[config.mk]
export PLATFORM = sky130hd
export DESIGN_NAME = lockin_phase_gen
export DESIGN_NICKNAME = d
export VERILOG_FILES = /design/src/rtl/lockin_phase_gen.sv
export SDC_FILE = /design/constraint.sdc
export NUM_CORES = 1
export LEC_CHECK = 0
export ABC_AREA = 1
export CAP_MARGIN = 20
export CELL_PAD_IN_SITES_DETAIL_PLACEMENT = 0
export CELL_PAD_IN_SITES_GLOBAL_PLACEMENT = 1
export CORE_UTILIZATION = 31
export CTS_CLUSTER_DIAMETER = 150
export DETAILED_ROUTE_END_ITERATION = 12
export PLACE_DENSITY = 0.58
export SLEW_MARGIN = 20
export SYNTH_ARGS = -nofsm -noshare
export SYNTH_HDL_FRONTEND = slang
export SYNTH_SLANG_ARGS = --single-unit
[constraint.sdc]
create_clock -name clk_clk -period 4.7 [get_ports clk_clk]
set_input_delay 0.705 -clock clk_clk [delete_from_list [all_inputs] [get_ports clk_clk]]
set_output_delay 0.705 -clock clk_clk [all_outputs]
set_load 0.03 [all_outputs]
[src/rtl/lockin_phase_gen.sv]
// -----------------------------------------------------------------------------
// lockin_phase_gen
//
// Dual-channel NCO phase stage for the lock-in reference path. Two phase
// accumulators advance on the sample-rate enable and produce truncated LUT
// addresses. New increment/offset words arriving from the CPU PIO must be
// stable for SETTLE clocks before they are armed. Once armed they are committed
// to both channels at the same edge, on a channel-1 wrap, so the reference
// never glitches mid-period.
//
// Ports:
//   clk_clk          system clock
//   reset_reset_n    asynchronous active-low reset
//   ce               sample-rate enable for the accumulators
//   sync_clr         synchronous clear of both accumulators (phase alignment)
//   phase_incr_1/2   per-channel phase increments from PIO
//   phase_offs_1/2   per-channel phase offsets from PIO
//   phase_1/2        registered LUT addresses
//   phase_1_q        channel-1 address plus a quarter turn
//   wrap_1/2         one-cycle accumulator overflow pulses
//   cfg_pending      new configuration is settling or armed
//   cfg_applied      one-cycle pulse on the commit edge
// -----------------------------------------------------------------------------
module lockin_phase_gen #(
    parameter int PHASE_W = 20,
    parameter int ADDR_W  = 12,
    parameter int SETTLE  = 16
) (
    input  logic               clk_clk,
    input  logic               reset_reset_n,
    input  logic               ce,
    input  logic               sync_clr,
    input  logic [PHASE_W-1:0] phase_incr_1,
    input  logic [PHASE_W-1:0] phase_incr_2,
    input  logic [PHASE_W-1:0] phase_offs_1,
    input  logic [PHASE_W-1:0] phase_offs_2,
    output logic [ADDR_W-1:0]  phase_1,
    output logic [ADDR_W-1:0]  phase_2,
    output logic [ADDR_W-1:0]  phase_1_q,
    output logic               wrap_1,
    output logic               wrap_2,
    output logic               cfg_pending,
    output logic               cfg_applied
);

    localparam int CNT_W = (SETTLE > 1) ? $clog2(SETTLE) : 1;
    localparam int CFG_W = 4 * PHASE_W;
    localparam logic [CNT_W-1:0]  CNT_INIT = CNT_W'(SETTLE - 1);
    localparam logic [ADDR_W-1:0] QUARTER  = {2'b01, {(ADDR_W-2){1'b0}}};

    typedef enum logic [1:0] {
        S_IDLE   = 2'd0,
        S_SETTLE = 2'd1,
        S_ARMED  = 2'd2
    } state_t;

    state_t             r_state;
    state_t             w_stateNext;
    logic [CNT_W-1:0]   r_cnt;
    logic [CNT_W-1:0]   w_cntNext;
    logic [CFG_W-1:0]   r_snap;
    logic [CFG_W-1:0]   r_act;
    logic [PHASE_W-1:0] r_acc1;
    logic [PHASE_W-1:0] r_acc2;
    logic               r_wrap1;
    logic               r_wrap2;
    logic [ADDR_W-1:0]  r_phase1;
    logic [ADDR_W-1:0]  r_phase2;
    logic [ADDR_W-1:0]  r_phaseQ;
    logic               r_applied;

    logic [CFG_W-1:0]   w_inBundle;
    logic               w_change;
    logic               w_loadSnap;
    logic               w_commit;
    logic [PHASE_W-1:0] w_actIncr1;
    logic [PHASE_W-1:0] w_actIncr2;
    logic [PHASE_W-1:0] w_actOffs1;
    logic [PHASE_W-1:0] w_actOffs2;
    logic [PHASE_W:0]   w_sum1;
    logic [PHASE_W:0]   w_sum2;
    logic               w_carry1Live;
    logic [PHASE_W-1:0] w_offsSum1;
    logic [PHASE_W-1:0] w_offsSum2;
    logic [ADDR_W-1:0]  w_addr1;
    logic [ADDR_W-1:0]  w_addr2;

    assign w_inBundle = {phase_incr_1, phase_incr_2, phase_offs_1, phase_offs_2};
    assign w_change   = (w_inBundle != r_snap);

    assign w_actIncr1 = r_act[4*PHASE_W-1 -: PHASE_W];
    assign w_actIncr2 = r_act[3*PHASE_W-1 -: PHASE_W];
    assign w_actOffs1 = r_act[2*PHASE_W-1 -: PHASE_W];
    assign w_actOffs2 = r_act[PHASE_W-1   -: PHASE_W];

    assign w_sum1 = {1'b0, r_acc1} + {1'b0, w_actIncr1};
    assign w_sum2 = {1'b0, r_acc2} + {1'b0, w_actIncr2};

    // The carry only counts as a real wrap when the accumulator actually
    // advances; a sync_clr suppresses it exactly as it suppresses wrap_1.
    assign w_carry1Live = ce & ~sync_clr & w_sum1[PHASE_W];

    assign w_offsSum1 = r_acc1 + w_actOffs1;
    assign w_offsSum2 = r_acc2 + w_actOffs2;
    assign w_addr1    = w_offsSum1[PHASE_W-1 -: ADDR_W];
    assign w_addr2    = w_offsSum2[PHASE_W-1 -: ADDR_W];

    // Settle-and-commit next-state logic. Any change restarts the settle
    // window; an armed config commits on a channel-1 wrap, or at once when the
    // active channel-1 increment is zero and no wrap would ever arrive.
    always_comb begin
        w_stateNext = r_state;
        w_cntNext   = r_cnt;
        w_loadSnap  = 1'b0;
        w_commit    = 1'b0;
        case (r_state)
            S_IDLE: begin
                if (w_change) begin
                    w_loadSnap  = 1'b1;
                    w_cntNext   = CNT_INIT;
                    w_stateNext = S_SETTLE;
                end
            end
            S_SETTLE: begin
                if (w_change) begin
                    w_loadSnap = 1'b1;
                    w_cntNext  = CNT_INIT;
                end else if (r_cnt == '0) begin
                    w_stateNext = S_ARMED;
                end else begin
                    w_cntNext = r_cnt - CNT_W'(1);
                end
            end
            S_ARMED: begin
                if (w_change) begin
                    w_loadSnap  = 1'b1;
                    w_cntNext   = CNT_INIT;
                    w_stateNext = S_SETTLE;
                end else if (w_carry1Live || (w_actIncr1 == '0)) begin
                    w_commit    = 1'b1;
                    w_stateNext = S_IDLE;
                end
            end
            default: begin
                w_stateNext = S_IDLE;
            end
        endcase
    end

    always_ff @(posedge clk_clk or negedge reset_reset_n) begin
        if (!reset_reset_n) begin
            r_state <= S_IDLE;
            r_cnt   <= '0;
        end else begin
            r_state <= w_stateNext;
            r_cnt   <= w_cntNext;
        end
    end

    // Snapshot follows the PIO bundle; the active set only moves on commit.
    always_ff @(posedge clk_clk or negedge reset_reset_n) begin
        if (!reset_reset_n) begin
            r_snap <= '0;
            r_act  <= '0;
        end else begin
            if (w_loadSnap) begin
                r_snap <= w_inBundle;
            end
            if (w_commit) begin
                r_act <= r_snap;
            end
        end
    end

    // Accumulators always use the increment active before this edge, so a
    // new increment takes effect from the ce after the commit.
    always_ff @(posedge clk_clk or negedge reset_reset_n) begin
        if (!reset_reset_n) begin
            r_acc1  <= '0;
            r_acc2  <= '0;
            r_wrap1 <= 1'b0;
            r_wrap2 <= 1'b0;
        end else if (sync_clr) begin
            r_acc1  <= '0;
            r_acc2  <= '0;
            r_wrap1 <= 1'b0;
            r_wrap2 <= 1'b0;
        end else if (ce) begin
            r_acc1  <= w_sum1[PHASE_W-1:0];
            r_acc2  <= w_sum2[PHASE_W-1:0];
            r_wrap1 <= w_sum1[PHASE_W];
            r_wrap2 <= w_sum2[PHASE_W];
        end else begin
            r_wrap1 <= 1'b0;
            r_wrap2 <= 1'b0;
        end
    end

    always_ff @(posedge clk_clk or negedge reset_reset_n) begin
        if (!reset_reset_n) begin
            r_phase1  <= '0;
            r_phase2  <= '0;
            r_phaseQ  <= '0;
            r_applied <= 1'b0;
        end else begin
            r_phase1  <= w_addr1;
            r_phase2  <= w_addr2;
            r_phaseQ  <= w_addr1 + QUARTER;
            r_applied <= w_commit;
        end
    end

    assign phase_1     = r_phase1;
    assign phase_2     = r_phase2;
    assign phase_1_q   = r_phaseQ;
    assign wrap_1      = r_wrap1;
    assign wrap_2      = r_wrap2;
    assign cfg_pending = (r_state != S_IDLE);
    assign cfg_applied = r_applied;

endmodule

* After elaboration in Yosys (flattened, before gate mapping)
Index checks and enable logic that the tools add are counted.
** Storage, ports and cells
- Register bits after elaboration :: 245
- Input bits :: 84
- Output and inout port bits :: 40
** Cells by class
- $add $sub $neg :: 6
- Equality and inequality tests :: 9
- Multiplexer cells :: 23
- Bitwise gates (word level) :: 3
- Reduce and logical (&&, ||, !) cells :: 11
** Operator list (count)
- 20-bit 2-to-1 mux :: 4
- 80-bit inequality test :: 1
- 20-bit by 20-bit adder with 21-bit output :: 2
- 20-bit adder :: 2
- 20-bit zero test :: 1
- 12-bit by 11-bit adder with 12-bit output, second input constant :: 1
- 4-bit 2-to-1 mux :: 3
- 2-bit 2-to-1 mux :: 5
- 1-bit 2-to-1 mux :: 9
- 4-bit case mux with 2 select lines :: 1
- 2-bit inequality test, second input constant :: 3
- 3-bit inequality test, second input constant :: 2
- 2-bit case mux with 3 select lines :: 1
- 2-bit nonzero test :: 3
- 4-bit zero test :: 1
- 4-bit AND reduction :: 1
- 4-bit by 1-bit subtractor with 4-bit output, second input constant :: 1
- 3-bit AND reduction :: 1
- 3-bit OR reduction :: 1
- 1-bit bitwise AND :: 2
- 2-bit by 1-bit equality test with 1-bit output, second input constant :: 1
- 2-bit equality test, second input constant :: 1
- 2-bit zero test :: 1
- 2-bit by 1-bit inequality test with 1-bit output, second input constant :: 1
- other kinds (3) :: 3

* Longest topological paths before layout
- Depth in word-level cells :: 7
- Depth in mapped cells :: 16
- Depth with buffers taken out :: 15

* Worst setup path after synthesis
No wires, ideal clock.
- Path kind :: register to register
- Start point :: reg r_act[60]
- End point :: reg r_act[64]
- Setup time :: 0.117 ns
- Arrival :: 2.015 ns
- Setup slack :: 2.569 ns
- Cell stages (with the launch flop) :: 16
- Clock period less this slack :: 2.131 ns
- Path through :: dfrtp_1 > ha_1 > inv_1 > fa_1 > inv_1 > nand3_1 > nand2_1 > nand3_1 > nand3_1 > nand2_1 > nand2_1 > nand3_4 > buf_6 > buf_2 > nand2_1 > nand2_1
** Between the ends
- Longest elaborated chain between the ends :: 6
- Elaborated cells between the ends (all ways) :: 7
- Those cells by class :: add/sub: 1; mux: 3; bitwise: 1; reduce/logical: 2
** RTL lines
- start: declaration :: line 62 : logic [CFG_W-1:0] r_act;
- start signal: assignment :: line 170 : r_act <= r_snap;
- 20-bit by 20-bit adder with 21-bit output :: line 96 : assign w_sum1 = {1'b0, r_acc1} + {1'b0, w_actIncr1};
- 1-bit bitwise AND :: line 101 : assign w_carry1Live = ce & ~sync_clr & w_sum1[PHASE_W];
- 1-bit logical OR (*) :: line 139 : end else if (w_carry1Live || (w_actIncr1 == '0)) begin
- 1-bit 2-to-1 mux (*) :: line 139
- 1-bit 2-to-1 mux (*) :: line 135 : if (w_change) begin
- 1-bit 2-to-1 mux (*) :: line 116 : case (r_state)
Every way passes the cells marked *; elsewhere a longest branch is shown, timed or not.
A chain may end at the register's enable or synchronous reset.

* Worst setup path after layout
- Start point :: in phase_offs_1[13]
- End point :: reg r_snap[24]
** Between the ends
- Longest elaborated chain between the ends :: 3
** RTL lines
- start: declaration :: line 35 : input logic [PHASE_W-1:0] phase_offs_1,
- 80-bit inequality test :: line 89 : assign w_change = (w_inBundle != r_snap);
- 1-bit 2-to-1 mux :: line 118, 125, 135
- 1-bit 2-to-1 mux
- end signal: assignment :: line 167 : r_snap <= w_inBundle;
- end: declaration :: line 61 : logic [CFG_W-1:0] r_snap;
No other way between the ends.

==> results.txt <==
Die Ht -> 214 um
Largest net degree at the start of global routing -> 109
Fraction of registers with async set/reset -> 1.00
Pleak -> 8.42 nW
Antenna-violating nets left -> 0
Worst Setup End Kind -> flip-flop
Most common cell after layout, fill and taps aside -> nand2_1
Crit path kind -> primary input to flip-flop
Residual DRC -> 0
Area Growth Syn to Fin -> 19.8%
Initial Util -> 0.314
Minimum clock period -> 3.13 ns
RSZ-0062 raised after global routing -> false
Internal reg-to-reg setup slack -> 1.60 ns
Clk sink count -> 235
Sequential-to-total area share from yosys stat -> 0.424
CTS tree -> yes
HP Class -> primary input to asynchronous set/reset pin
DR pass1 iterations -> 5
Via-per-instance ratio -> 4.63
Mapped Area -> 13900 um^2
Final Cycle Share -> 0.666
Sw frac -> 0.244
P_int -> 3.58 mW
Global route overflow -> 0
# rows -> 77
Slew @ Worst Pin -> 0.684 ns
# IOs -> 124
Worst path required time -> 5.15 ns
Vias -> 11.8k
Max-cap violations -> 0
Yosys warnings -> 0
Unique masters post-synth -> 48
Worst skew pair latency -> 0.57 ns
Dominant cells by area after synthesis -> dfrtp_1, nand2_1, ha_1
Flops & latches, synth -> 235
Overall global routing resource usage -> 0.203
Clock Tree Buf Depth -> 3
Syn Nets -> 1981
Maximum vdd ir drop -> 0.000255 V
Port bufs -> 123
Mean area per synthesized cell -> 7.63 um^2
CP arrival -> 3.58 ns
Crit start category -> primary input
Worst slew margin -> 0.543
Switching pwr -> 1.16 mW
Max Transition Viols Final -> 0
Layout fillers -> 4642
Final setup skew -> 0.00866 ns
Post-CTS resize count -> 0
Vias in the first global route -> 11.6k
Synth area leader -> dfrtp_1
Post-CTS Setup Repair Bufs -> 0
Pwr Density -> 285 nW/um^2
Combinational share of power -> 0.066
Reg power frac -> 0.441
Initial DRC Count -> 684
Final Routed Wirelength -> 44.8 mm
Layout cell share with drive strength beyond 1 -> 0.0502
Die Area -> 45600 um^2
Synth top area share -> 0.424
Nets -> 2093
Peak Freq -> 0.320 GHz
H-tree Lvls -> 1
Mapped Cells -> 1818
Most frequent cells in the layout -> nand2_1, dfrtp_1, inv_1
Post-synth EDFFs -> 0
Die extent in x -> 214 um
Critical R2R Launch -> r_act[73]$_DFFE_PN0P_
Routability congestion estimate -> 0.867
Worst-path fanout max -> 47
Flip-flop and latch area -> 5880 um^2
Worst R2R End -> r_act[44]$_DFFE_PN0P_
Worst-path clk slew -> 0.06 ns
Dpl hpwl -> 34.9 mm
CTS Buf Count -> 31
Final Util -> 0.376
R2R cell count -> 10
Post-route setup TNS -> 0 ns
CTS root buf -> clkbuf_16
# diodes -> 0
Final hold violation count -> 0
Initial antenna violation count -> 0
Status -> complete, no violations
# hold bufs at CTS -> 0
Clock network fraction of total power -> 0.493
First-pass GRT wire length -> 68.8 mm
Final Setup Violations -> 0
Routed len/inst -> 17.6 um
Core area -> 44200 um^2
Area of the multi-input gates -> 6930 um^2
Main flop type after synthesis -> dfrtp_1
==> registers in the layout, indices dropped and copies added (netlist names) <==
register     flops
phase_2         12
r_act           80
phase_1          2
r_acc2          20
r_cnt            4
wrap_2           1
cfg_applied      1
r_acc1          20
phase_1_q       12
r_state          2
wrap_1           1
r_snap          80
==> through the flow <==
stage          instance area (um^2)  worst slack [ns]  power, mW  hold WS [ns]  cells
2_1_floorplan                 13900              2.57       2.25         0.409   1818
6_report                      16600              1.57       4.74        0.0710   2545
4_1_cts                       16600              1.56       4.83         0.116   2545
5_1_grt                       16600              1.27       4.93         0.134   2545
3_3_place_gp                  15600             0.976       2.45         0.482   2489
3_5_place_dp                  15600             0.962       2.45         0.484   2489
==> how the worst max path moves through the flow <==
stage | cells past startpoint | start | slack [ns] | to
after global placement | 14 | phase_offs_1[13] | 0.98 | r_snap[23]$_DFFE_PN0P_
after detailed placement | 14 | phase_offs_1[13] | 0.96 | r_snap[24]$_DFFE_PN0P_
after floorplan | 15 | r_act[60]$_DFFE_PN0P_ | 2.57 | r_act[64]$_DFFE_PN0P_
after global routing | 11 | r_act[73]$_DFFE_PN0P_ | 1.27 | r_act[16]$_DFFE_PN0P_
final | 14 | phase_offs_1[13] | 1.57 | r_snap[24]$_DFFE_PN0P_
after CTS | 14 | phase_offs_1[13] | 1.56 | r_snap[24]$_DFFE_PN0P_
==> critical path: stages <==
cell and delay (ns):
clkdlybuf4s50_1 0.61, inv_1 0.09, o21ai_1 0.39, nor2_1 0.08
nand2_1 0.14, nor2_2 0.07, nand2_1 0.11, nor2_4 0.08
nand2_2 0.06, buf_4 0.32, nand2_4 0.36, buf_12 0.31
nor2_1 0.15, a21oi_2 0.04
==> power groups by stage <==
stage | combinational [mW] | sequential (mW) | clock (mW)
after floorplan | 0.126 | 2.12 | 0
after global routing | 0.352 | 2.09 | 2.49
final | 0.314 | 2.09 | 2.34
after CTS | 0.326 | 2.09 | 2.41
after detailed placement | 0.325 | 2.13 | 0
after global placement | 0.325 | 2.12 | 0
==> kinds of logic after synthesis <==
kind of cell    Yosys count  share of synthesized area
simple gates            877                      0.257
compound gates          312                      0.125
buf+inv                 245                     0.0775
flops                   235                      0.424
fa+ha+maj                79                     0.0723
xor+xnor                 70                     0.0442
==> Yosys cell counts (3+ instances only) <==
master / n
o211ai_1: 3
nand4_1: 14
nor2_2: 4
nor3_1: 14
a21oi_1: 90
buf_2: 5
dfrtp_1: 235
a21oi_2: 10
or2_2: 3
o21ai_1: 30
buf_4: 18
o21ai_0: 134
nand3b_1: 4
nand2_1: 616
a21o_1: 10
clkbuf_1: 19
inv_2: 12
nor2_1: 131
a22o_1: 3
ha_1: 77
xnor2_1: 35
a21boi_0: 4
inv_1: 178
a31oi_1: 3
o21bai_1: 7
nand2_2: 4
a32o_1: 4
xor2_1: 35
buf_6: 11
nor4_1: 9
nand3_1: 68
o31ai_1: 6
==> final cells by class <==
| class | count | area share |
|---|---|---|
| Clock buffer | 46 | 0.0531 |
| Clock inverter | 10 | 0.00655 |
| Inverter | 191 | 0.0431 |
| Multi-Input combinational cell | 1338 | 0.417 |
| Sequential cell | 235 | 0.354 |
| Tap cell | 592 | 0.0446 |
| Timing Repair Buffer | 133 | 0.0819 |
==> routing by layer <==
metal / wire length, um / up-vias / GRT usage
li1: - / 6098 / -
met5: 0 / - / 0
met3: 1630 / 48 / 0.0215
met2: 19200 / 180 / 0.309
met1: 23100 / 5447 / 0.304
met4: 923 / 0 / 0.0515
No activity file was read; power rests on OpenSTA's default activity.
